`src/rtl/openram_bist_controller_if.sv`:
```
`default_nettype none
// +----------------------------------------------------------------------------+
// | Module  : openram_bist_controller_if                                       |
// | Purpose : Shared port-0 SRAM bus between the BIST engine and the macros.   |
// |           All macros see the same addr0/din0/web0/wmask0 and have their    |
// |           own active-low chip select; read data comes back per macro.      |
// | Revision: 1.0  initial release                                             |
// +----------------------------------------------------------------------------+
interface openram_bist_controller_if #(
  parameter int NUM_SRAMS = 16,
  parameter int ADDR_W    = 16,
  parameter int DATA_W    = 32,
  parameter int WMASK_W   = 4
);
  logic [ADDR_W-1:0]           addr0;
  logic [DATA_W-1:0]           din0;
  logic                        web0;
  logic [WMASK_W-1:0]          wmask0;
  logic [NUM_SRAMS-1:0]        csb0;
  logic [NUM_SRAMS*DATA_W-1:0] dout_bus;

  // BIST side: drives the shared bus, receives every macro's read data
  modport master (output addr0, din0, web0, wmask0, csb0, input dout_bus);
  // Macro side
  modport slave  (input addr0, din0, web0, wmask0, csb0, output dout_bus);
endinterface
`default_nettype wire

```
`src/rtl/openram_bist_controller.sv`:
```
`default_nettype none
// +----------------------------------------------------------------------------+
// | Module  : openram_bist_controller                                          |
// | Purpose : March C- / fill-readback BIST for one macro on a shared SRAM     |
// |           port-0 bus, with on-chip compare, saturating fail count and      |
// |           capture of the first failing address and data.                   |
// | Revision: 1.0  initial release                                             |
// +----------------------------------------------------------------------------+
module openram_bist_controller #(
  parameter int NUM_SRAMS = 16,
  parameter int ADDR_W    = 16,
  parameter int DATA_W    = 32,
  parameter int WMASK_W   = 4,
  parameter int RD_LAT    = 2,
  parameter int FCNT_W    = 16,
  localparam int SEL_W    = (NUM_SRAMS > 1) ? $clog2(NUM_SRAMS) : 1
) (
  input  logic                     clk,
  input  logic                     resetn,
  input  logic                     start,
  input  logic                     abort,
  input  logic [SEL_W-1:0]         sram_sel,
  input  logic                     mode,
  input  logic [ADDR_W-1:0]        depth_m1,
  input  logic [DATA_W-1:0]        pattern,
  openram_bist_controller_if.master sram,
  output logic                     busy,
  output logic                     done,
  output logic                     pass,
  output logic [FCNT_W-1:0]        fail_count,
  output logic [ADDR_W-1:0]        first_fail_addr,
  output logic [DATA_W-1:0]        first_fail_data
);

  localparam logic [1:0] c_st_idle  = 2'd0;
  localparam logic [1:0] c_st_run   = 2'd1;
  localparam logic [1:0] c_st_drain = 2'd2;
  localparam logic [1:0] c_st_done  = 2'd3;

  localparam int                   c_cnt_w     = (RD_LAT > 1) ? $clog2(RD_LAT) : 1;
  localparam logic [c_cnt_w-1:0]   c_drain_end = c_cnt_w'(RD_LAT - 1);
  localparam logic [c_cnt_w-1:0]   c_cnt_one   = c_cnt_w'(1);
  localparam logic [ADDR_W-1:0]    c_addr_one  = ADDR_W'(1);
  localparam logic [FCNT_W-1:0]    c_fcnt_one  = FCNT_W'(1);
  localparam logic [SEL_W:0]       c_num_srams = (SEL_W + 1)'(NUM_SRAMS);
  localparam logic [NUM_SRAMS-1:0] c_csb_one   = NUM_SRAMS'(1);

  // Elements 0..5 = ^w0, ^r0w1, ^r1w0, vr0w1, vr1w0, ^r0; fill mode runs 0 then 5
  logic [1:0]         r_state, w_next_state;
  logic [SEL_W-1:0]   r_sel;
  logic               r_mode;
  logic [ADDR_W-1:0]  r_depth, r_addr;
  logic [DATA_W-1:0]  r_pat;
  logic [2:0]         r_elem, w_next_elem;
  logic               r_phase;
  logic [c_cnt_w-1:0] r_cnt;

  logic               r_pv   [RD_LAT];
  logic [DATA_W-1:0]  r_pexp [RD_LAT];
  logic [ADDR_W-1:0]  r_paddr[RD_LAT];

  logic w_is_rw, w_down, w_is_read, w_rd_one, w_wr_one, w_addr_end, w_last_op;
  logic w_start_ok, w_abort, w_mismatch;
  logic [DATA_W-1:0]    w_rdata;
  logic [NUM_SRAMS-1:0] w_csb0;
  logic [ADDR_W-1:0]    w_addr0;
  logic [DATA_W-1:0]    w_din0;
  logic                 w_web0;

  // Decode of the current march element and the op it issues this cycle
  always_comb begin
    w_is_rw     = (r_elem >= 3'd1) && (r_elem <= 3'd4);
    w_down      = (r_elem == 3'd3) || (r_elem == 3'd4);
    w_is_read   = (r_elem != 3'd0) && !r_phase;
    w_rd_one    = (r_elem == 3'd2) || (r_elem == 3'd4);
    w_wr_one    = (r_elem == 3'd1) || (r_elem == 3'd3);
    w_addr_end  = w_down ? (r_addr == '0) : (r_addr == r_depth);
    w_last_op   = (r_elem == 3'd5) && w_addr_end;
    w_next_elem = (r_elem == 3'd0 && r_mode) ? 3'd5 : 3'(r_elem + 3'd1);
    w_start_ok  = start && (r_state == c_st_idle || r_state == c_st_done) &&
                  ({1'b0, sram_sel} < c_num_srams);
    w_abort     = abort && (r_state == c_st_run || r_state == c_st_drain);
    w_rdata     = sram.dout_bus[r_sel*DATA_W +: DATA_W];
    w_mismatch  = r_pv[RD_LAT-1] && !w_abort && (w_rdata != r_pexp[RD_LAT-1]);
  end

  // State register
  always_ff @(posedge clk or negedge resetn) begin
    if (!resetn) r_state <= c_st_idle;
    else         r_state <= w_next_state;
  end

  // Next-state logic
  always_comb begin
    w_next_state = r_state;
    case (r_state)
      c_st_idle:  if (w_start_ok) w_next_state = c_st_run;
      c_st_run:   if (w_abort) w_next_state = c_st_idle;
                  else if (w_last_op) w_next_state = c_st_drain;
      c_st_drain: if (w_abort) w_next_state = c_st_idle;
                  else if (r_cnt == c_drain_end) w_next_state = c_st_done;
      c_st_done:  if (w_start_ok) w_next_state = c_st_run;
      default:    w_next_state = c_st_idle;
    endcase
  end

  // Output logic: the bus is only active in RUN, and only the selected macro is enabled
  always_comb begin
    w_csb0  = '1;
    w_web0  = 1'b1;
    w_addr0 = '0;
    w_din0  = '0;
    if (r_state == c_st_run) begin
      w_csb0  = ~(c_csb_one << r_sel);
      w_web0  = w_is_read;
      w_addr0 = r_addr;
      if (!w_is_read) w_din0 = w_wr_one ? ~r_pat : r_pat;
    end
    busy = (r_state == c_st_run) || (r_state == c_st_drain);
    done = (r_state == c_st_done);
    pass = done && (fail_count == '0);
  end

  assign sram.csb0   = w_csb0;
  assign sram.web0   = w_web0;
  assign sram.addr0  = w_addr0;
  assign sram.din0   = w_din0;
  assign sram.wmask0 = '1;

  // Test configuration latch and address/element sequencing
  always_ff @(posedge clk or negedge resetn) begin
    if (!resetn) begin
      r_sel <= '0; r_mode <= 1'b0; r_depth <= '0; r_pat <= '0;
      r_elem <= 3'd0; r_phase <= 1'b0; r_addr <= '0; r_cnt <= '0;
    end else begin
      r_cnt <= (r_state == c_st_drain) ? c_cnt_w'(r_cnt + c_cnt_one) : '0;
      if (w_start_ok) begin
        r_sel <= sram_sel; r_mode <= mode; r_depth <= depth_m1; r_pat <= pattern;
        r_elem <= 3'd0; r_phase <= 1'b0; r_addr <= '0;
      end else if (r_state == c_st_run && !w_abort) begin
        if (w_is_rw && !r_phase) begin
          r_phase <= 1'b1;
        end else begin
          r_phase <= 1'b0;
          if (w_addr_end) begin
            r_elem <= w_next_elem;
            r_addr <= (w_next_elem == 3'd3 || w_next_elem == 3'd4) ? r_depth : '0;
          end else begin
            r_addr <= w_down ? (r_addr - c_addr_one) : (r_addr + c_addr_one);
          end
        end
      end
    end
  end

  // Read-compare pipe: each read carries its expected word and address for RD_LAT cycles
  always_ff @(posedge clk or negedge resetn) begin
    if (!resetn) begin
      for (int i = 0; i < RD_LAT; i++) begin
        r_pv[i] <= 1'b0; r_pexp[i] <= '0; r_paddr[i] <= '0;
      end
    end else begin
      r_pv[0]    <= (r_state == c_st_run) && w_is_read && !w_abort;
      r_pexp[0]  <= w_rd_one ? ~r_pat : r_pat;
      r_paddr[0] <= r_addr;
      for (int i = 1; i < RD_LAT; i++) begin
        r_pv[i] <= r_pv[i-1]; r_pexp[i] <= r_pexp[i-1]; r_paddr[i] <= r_paddr[i-1];
      end
      if (w_abort) for (int i = 0; i < RD_LAT; i++) r_pv[i] <= 1'b0;
    end
  end

  // Result capture; a zero count means no mismatch yet since start (the count never wraps)
  always_ff @(posedge clk or negedge resetn) begin
    if (!resetn) begin
      fail_count <= '0; first_fail_addr <= '0; first_fail_data <= '0;
    end else if (w_start_ok) begin
      fail_count <= '0; first_fail_addr <= '0; first_fail_data <= '0;
    end else if (w_mismatch) begin
      if (fail_count == '0) begin
        first_fail_addr <= r_paddr[RD_LAT-1];
        first_fail_data <= w_rdata;
      end
      if (fail_count != '1) fail_count <= fail_count + c_fcnt_one;
    end
  end

endmodule
`default_nettype wire
```
`src/flat_wrapper.sv`:
```
// flat-port wrapper written by rule: the top's interface ports become plain ports
module openram_bist_controller_flat 
#(
  parameter int NUM_SRAMS = 16,
  parameter int ADDR_W    = 16,
  parameter int DATA_W    = 32,
  parameter int WMASK_W   = 4,
  parameter int RD_LAT    = 2,
  parameter int FCNT_W    = 16,
  localparam int SEL_W    = (NUM_SRAMS > 1) ? $clog2(NUM_SRAMS) : 1
)
  (clk, resetn, start, abort, sram_sel, mode, depth_m1, pattern, busy, done, pass, fail_count, first_fail_addr, first_fail_data, sram_addr0, sram_din0, sram_web0, sram_wmask0, sram_csb0, sram_dout_bus);
  openram_bist_controller_if #(.NUM_SRAMS(NUM_SRAMS), .ADDR_W(ADDR_W), .DATA_W(DATA_W), .WMASK_W(WMASK_W)) sram_i ();
  input  logic clk;
  input  logic resetn;
  input  logic start;
  input  logic abort;
  input  logic [SEL_W-1:0] sram_sel;
  input  logic mode;
  input  logic [ADDR_W-1:0] depth_m1;
  input  logic [DATA_W-1:0] pattern;
  output logic busy;
  output logic done;
  output logic pass;
  output logic [FCNT_W-1:0] fail_count;
  output logic [ADDR_W-1:0] first_fail_addr;
  output logic [DATA_W-1:0] first_fail_data;
  output wire logic [$bits(sram_i.addr0)-1:0] sram_addr0;
  output wire logic [$bits(sram_i.din0)-1:0] sram_din0;
  output wire logic [$bits(sram_i.web0)-1:0] sram_web0;
  output wire logic [$bits(sram_i.wmask0)-1:0] sram_wmask0;
  output wire logic [$bits(sram_i.csb0)-1:0] sram_csb0;
  input wire logic [$bits(sram_i.dout_bus)-1:0] sram_dout_bus;
  assign sram_addr0 = sram_i.addr0;
  assign sram_din0 = sram_i.din0;
  assign sram_web0 = sram_i.web0;
  assign sram_wmask0 = sram_i.wmask0;
  assign sram_csb0 = sram_i.csb0;
  assign sram_i.dout_bus = sram_dout_bus;
  openram_bist_controller #(.NUM_SRAMS(NUM_SRAMS), .ADDR_W(ADDR_W), .DATA_W(DATA_W), .WMASK_W(WMASK_W), .RD_LAT(RD_LAT), .FCNT_W(FCNT_W)) u_core (.clk(clk), .resetn(resetn), .start(start), .abort(abort), .sram_sel(sram_sel), .mode(mode), .depth_m1(depth_m1), .pattern(pattern), .sram(sram_i), .busy(busy), .done(done), .pass(pass), .fail_count(fail_count), .first_fail_addr(first_fail_addr), .first_fail_data(first_fail_data));
endmodule
```
`config.mk`:
```
export PLATFORM = sky130hd
export DESIGN_NAME = openram_bist_controller_flat
export DESIGN_NICKNAME = d
export VERILOG_FILES = /design/src/rtl/openram_bist_controller_if.sv /design/src/rtl/openram_bist_controller.sv /design/src/flat_wrapper.sv
export SDC_FILE = /design/constraint.sdc
export NUM_CORES = 1
export LEC_CHECK = 0
export BUFFER_PORTS_ARGS = -buffer_cell sky130_fd_sc_hd__buf_2
export CELL_PAD_IN_SITES_DETAIL_PLACEMENT = 0
export CELL_PAD_IN_SITES_GLOBAL_PLACEMENT = 1
export CORE_AREA = 2 2 277 279
export DETAILED_ROUTE_END_ITERATION = 10
export DIE_AREA = 0 0 279 281
export GPL_ROUTABILITY_DRIVEN = 0
export GPL_TIMING_DRIVEN = 0
export HOLD_SLACK_MARGIN = 0.05
export PLACE_DENSITY = 0.5
export SLEW_MARGIN = 15
export SYNTH_ARGS = -nofsm -noshare
export SYNTH_HDL_FRONTEND = slang
export SYNTH_SLANG_ARGS = --single-unit
```
`constraint.sdc`:
```
create_clock -name clk -period 8 [get_ports clk]
set_clock_uncertainty 0.05 [all_clocks]
set_input_delay 1.6 -clock clk [delete_from_list [all_inputs] [get_ports clk]]
set_output_delay 1.6 -clock clk [all_outputs]
set_load 0.01 [all_outputs]
```
==> flow_summary.json <==
{
  "cts_hold_buf": 0,
  "cts_resized": 0,
  "fin_tns_setup_ps": 0,
  "syn_inst": 1509,
  "final-seq-area_um2": 5960,
  "path_clk_slew_ps": 60,
  "fin_hold_ws_ps": 297,
  "dieHeight_um": 281,
  "crit_path_frequent_cell": "clkbuf_1",
  "num_rows": 101,
  "endpoint_kind": "primary output",
  "synth.distinct_cells": 62,
  "crit_chain": "clkbuf_1 > inv_1 > ha_1 > a21oi_1 > clkbuf_1 > xor2_1 > nor2_1 > buf_2",
  "finalSetupViolCount": 0,
  "dr.pass1.iters": 5,
  "critPathLaunchType": "flip-flop",
  "postCtsSetupBuffers": 0,
  "post_drt_wl_per_cell_um": 31.7,
  "clock_sinks": 238,
  "drt_iter0_drc": 1377,
  "critical-path-top-delay-family": "buffers and inverters",
  "layout-drive-gt1-share_pct": 41.3,
  "fmax_mhz": 195,
  "max_stage_delay_ps": 800,
  "yosys-top-cells-count": "nand2_1, dfrtp_1, mux2i_1",
  "die_area_um2": 78400,
  "ys.warnings.count": 0,
  "root_buffer": "clkbuf_16",
  "synth_top_area_cell": "dfrtp_1",
  "yosysSeqAreaShare_pct": 37.9,
  "rsz0062_at_grt": "no",
  "synth.most_common_cell": "nand2_1",
  "route.vias.total": 16096,
  "hold_path_class": "reg2reg",
  "outcome": "completed",
  "maxCapViolCount": 0,
  "core_area_um2": 75400,
  "grt_max_degree": 97,
  "required_ps": 6350,
  "design_area_um2": 21600,
  "io_pins": 705,
  "fill_cells": 8092,
  "postPlaceCellArea_um2": 20500,
  "fin_util_pct": 28.7,
  "leakage_nw": 10.5,
  "insertion_delay_ps": 590,
  "antenna_found_initial": 84,
  "via_per_inst": 4.91,
  "syn_to_final_growth_pct": 37.8,
  "io_buffers": 700,
  "synthTopCellsByArea": "dfrtp_1, mux4_2, mux2i_1",
  "grt_pass1_wl_um": 139000,
  "drt-total-wl_um": 104000,
  "placed_cells": 3192,
  "worst-path-buf-inv": 4,
  "synth_top_area_share_pct": 37.9,
  "slew_viol_final": 0,
  "yosys_most_used_dff": "dfrtp_1",
  "final_cells": 3278,
  "period_minus_slack_ps": 5140,
  "initial_core_util_pct": 20.8,
  "antenna_left": 0,
  "multi_input_area_um2": 9110,
  "gr-total-overflow": 0,
  "hold_viol": 0,
  "crit_type": "reg2out",
  "syn-mean-instance-area_um2": 10.4,
  "synth_edf_count": 0,
  "maxSlewHeadroom_pct": 18.4,
  "hpwl_um": 88800,
  "cts_tree": "done",
  "final.period_utilization_pct": 64.2,
  "h-tree-depth": 1,
  "clk_path_buf_depth": 3,
  "p_per_area_nw_per_um2": 360,
  "grt_pass1_vias": 16375,
  "worst_pin_slew_ps": 1220,
  "synthesis.area_um2": 15700,
  "fin_nets": 2841,
  "ys_ff_latch": 238,
  "die_w_um": 279,
  "crit_slowest_cell": "a21oi_1",
  "crit_fanout": 10,
  "cts_made_buffers": 29,
  "ir_worst_vdd_mv": 0.179,
  "crit_arrival_ps": 3490,
  "track_usage_pct": 25.8,
  "synth-async-reset-ratio_pct": 100,
  "drc": 0
}
[report_power, final]
group | leakage (nW) | total [mW] | switching [mW] | internal (mW)
sequential | 3.12 | 1.97 | 0.392 | 1.57
combinational | 6.92 | 4.38 | 2.73 | 1.65
clock | 0.510 | 1.45 | 0.578 | 0.869
[kinds of logic (layout without fill, tap and decap cells)]
logic type / Yosys count / after routing / share of synthesized area (%)
xor+xnor: 133 / 133 / 7.42
other cells: 1 / 36 / 0.0239
simple gates: 533 / 533 / 15.8
flops: 238 / 238 / 37.9
mux: 247 / 247 / 23.6
compound gates: 204 / 204 / 8.85
buf+inv: 126 / 882 / 4.13
fa+ha+maj: 27 / 27 / 2.20
[through the flow]
| step | setup WS [ps] | power (mW) |
|---|---|---|
| 3_5_place_dp | 2790 | 6.36 |
| 3_3_place_gp | 683 | 6.32 |
| 2_1_floorplan | 3730 | 4.45 |
| 6_report | 2860 | 7.79 |
| 5_1_grt | 2620 | 8.21 |
| 4_1_cts | 2810 | 7.85 |
[layout by cell type (no fill, tap or decap), types with 15 or more instances in the layout]
cell type and n:
mux2_2 26, and2_1 22, diode_2 32, o21ai_0 31
clkbuf_16 29, and3_1 19, nand4_1 20, nor4_1 17
mux2i_1 125, buf_4 17, nor3_1 18, nor2_1 70
buf_2 721, clkbuf_1 51, inv_1 15, mux4_2 96
xor2_1 55, a22oi_1 31, ha_1 26, a21oi_1 31
o21ai_1 22, nand2b_1 19, dfrtp_1 238, nand2_1 259
nand3_1 52, xnor2_1 78
[cell type report]
| class | instances | area share (%) |
|---|---|---|
| diodes | 32 | 0.370 |
| plain buffers | 111 | 2.74 |
| clock buffers | 35 | 3.64 |
| clock inverters | 19 | 1.17 |
| inverters | 15 | 0.260 |
| multi-input cells | 1148 | 42.1 |
| flip-flops and latches | 238 | 27.5 |
| well taps | 978 | 5.66 |
| repair buffers | 702 | 16.5 |
[sequential cells by signal (all words and copies together) (netlist names)]
name,count
u_core.r_cnt,1
u_core.r_pv,2
u_core.first_fail_data,32
u_core.r_phase,1
u_core.r_addr,16
u_core.r_state,2
u_core.fail_count,16
u_core.first_fail_addr,16
u_core.r_elem,3
u_core.r_depth,16
u_core.r_paddr,32
u_core.r_pexp,64
u_core.r_pat,32
u_core.r_sel,4
u_core.r_mode,1
[routing by layer]
metal  GRT usage [%]  routed length, um  vias to the layer above
li1                -                  -                     6979
met1            33.2              42900                     8162
met2            43.6              50000                      773
met3            5.04               7850                      164
met4            7.68               3050                       18
met5               0                102                        -
[final timing paths]
check / startpoint / endpoint / slack, ps / cells after the start
setup / recovery: u_core.r_elem[2] / sram_din0[11] / 2860 / 8
hold / removal: u_core.r_pexp[45] / u_core.r_pexp[13] / 300 / 0
setup reg to reg: u_core.r_sel[2] / u_core.first_fail_data[29] / 3240 / 11
hold reg to reg: u_core.r_pexp[45] / u_core.r_pexp[13] / 300 / 0
max in group asynchronous: resetn / u_core.r_pexp[23] / 5670 / 3
min in group asynchronous: resetn / u_core.first_fail_addr[8] / 880 / 1
(Power assumes the default switching activity.)
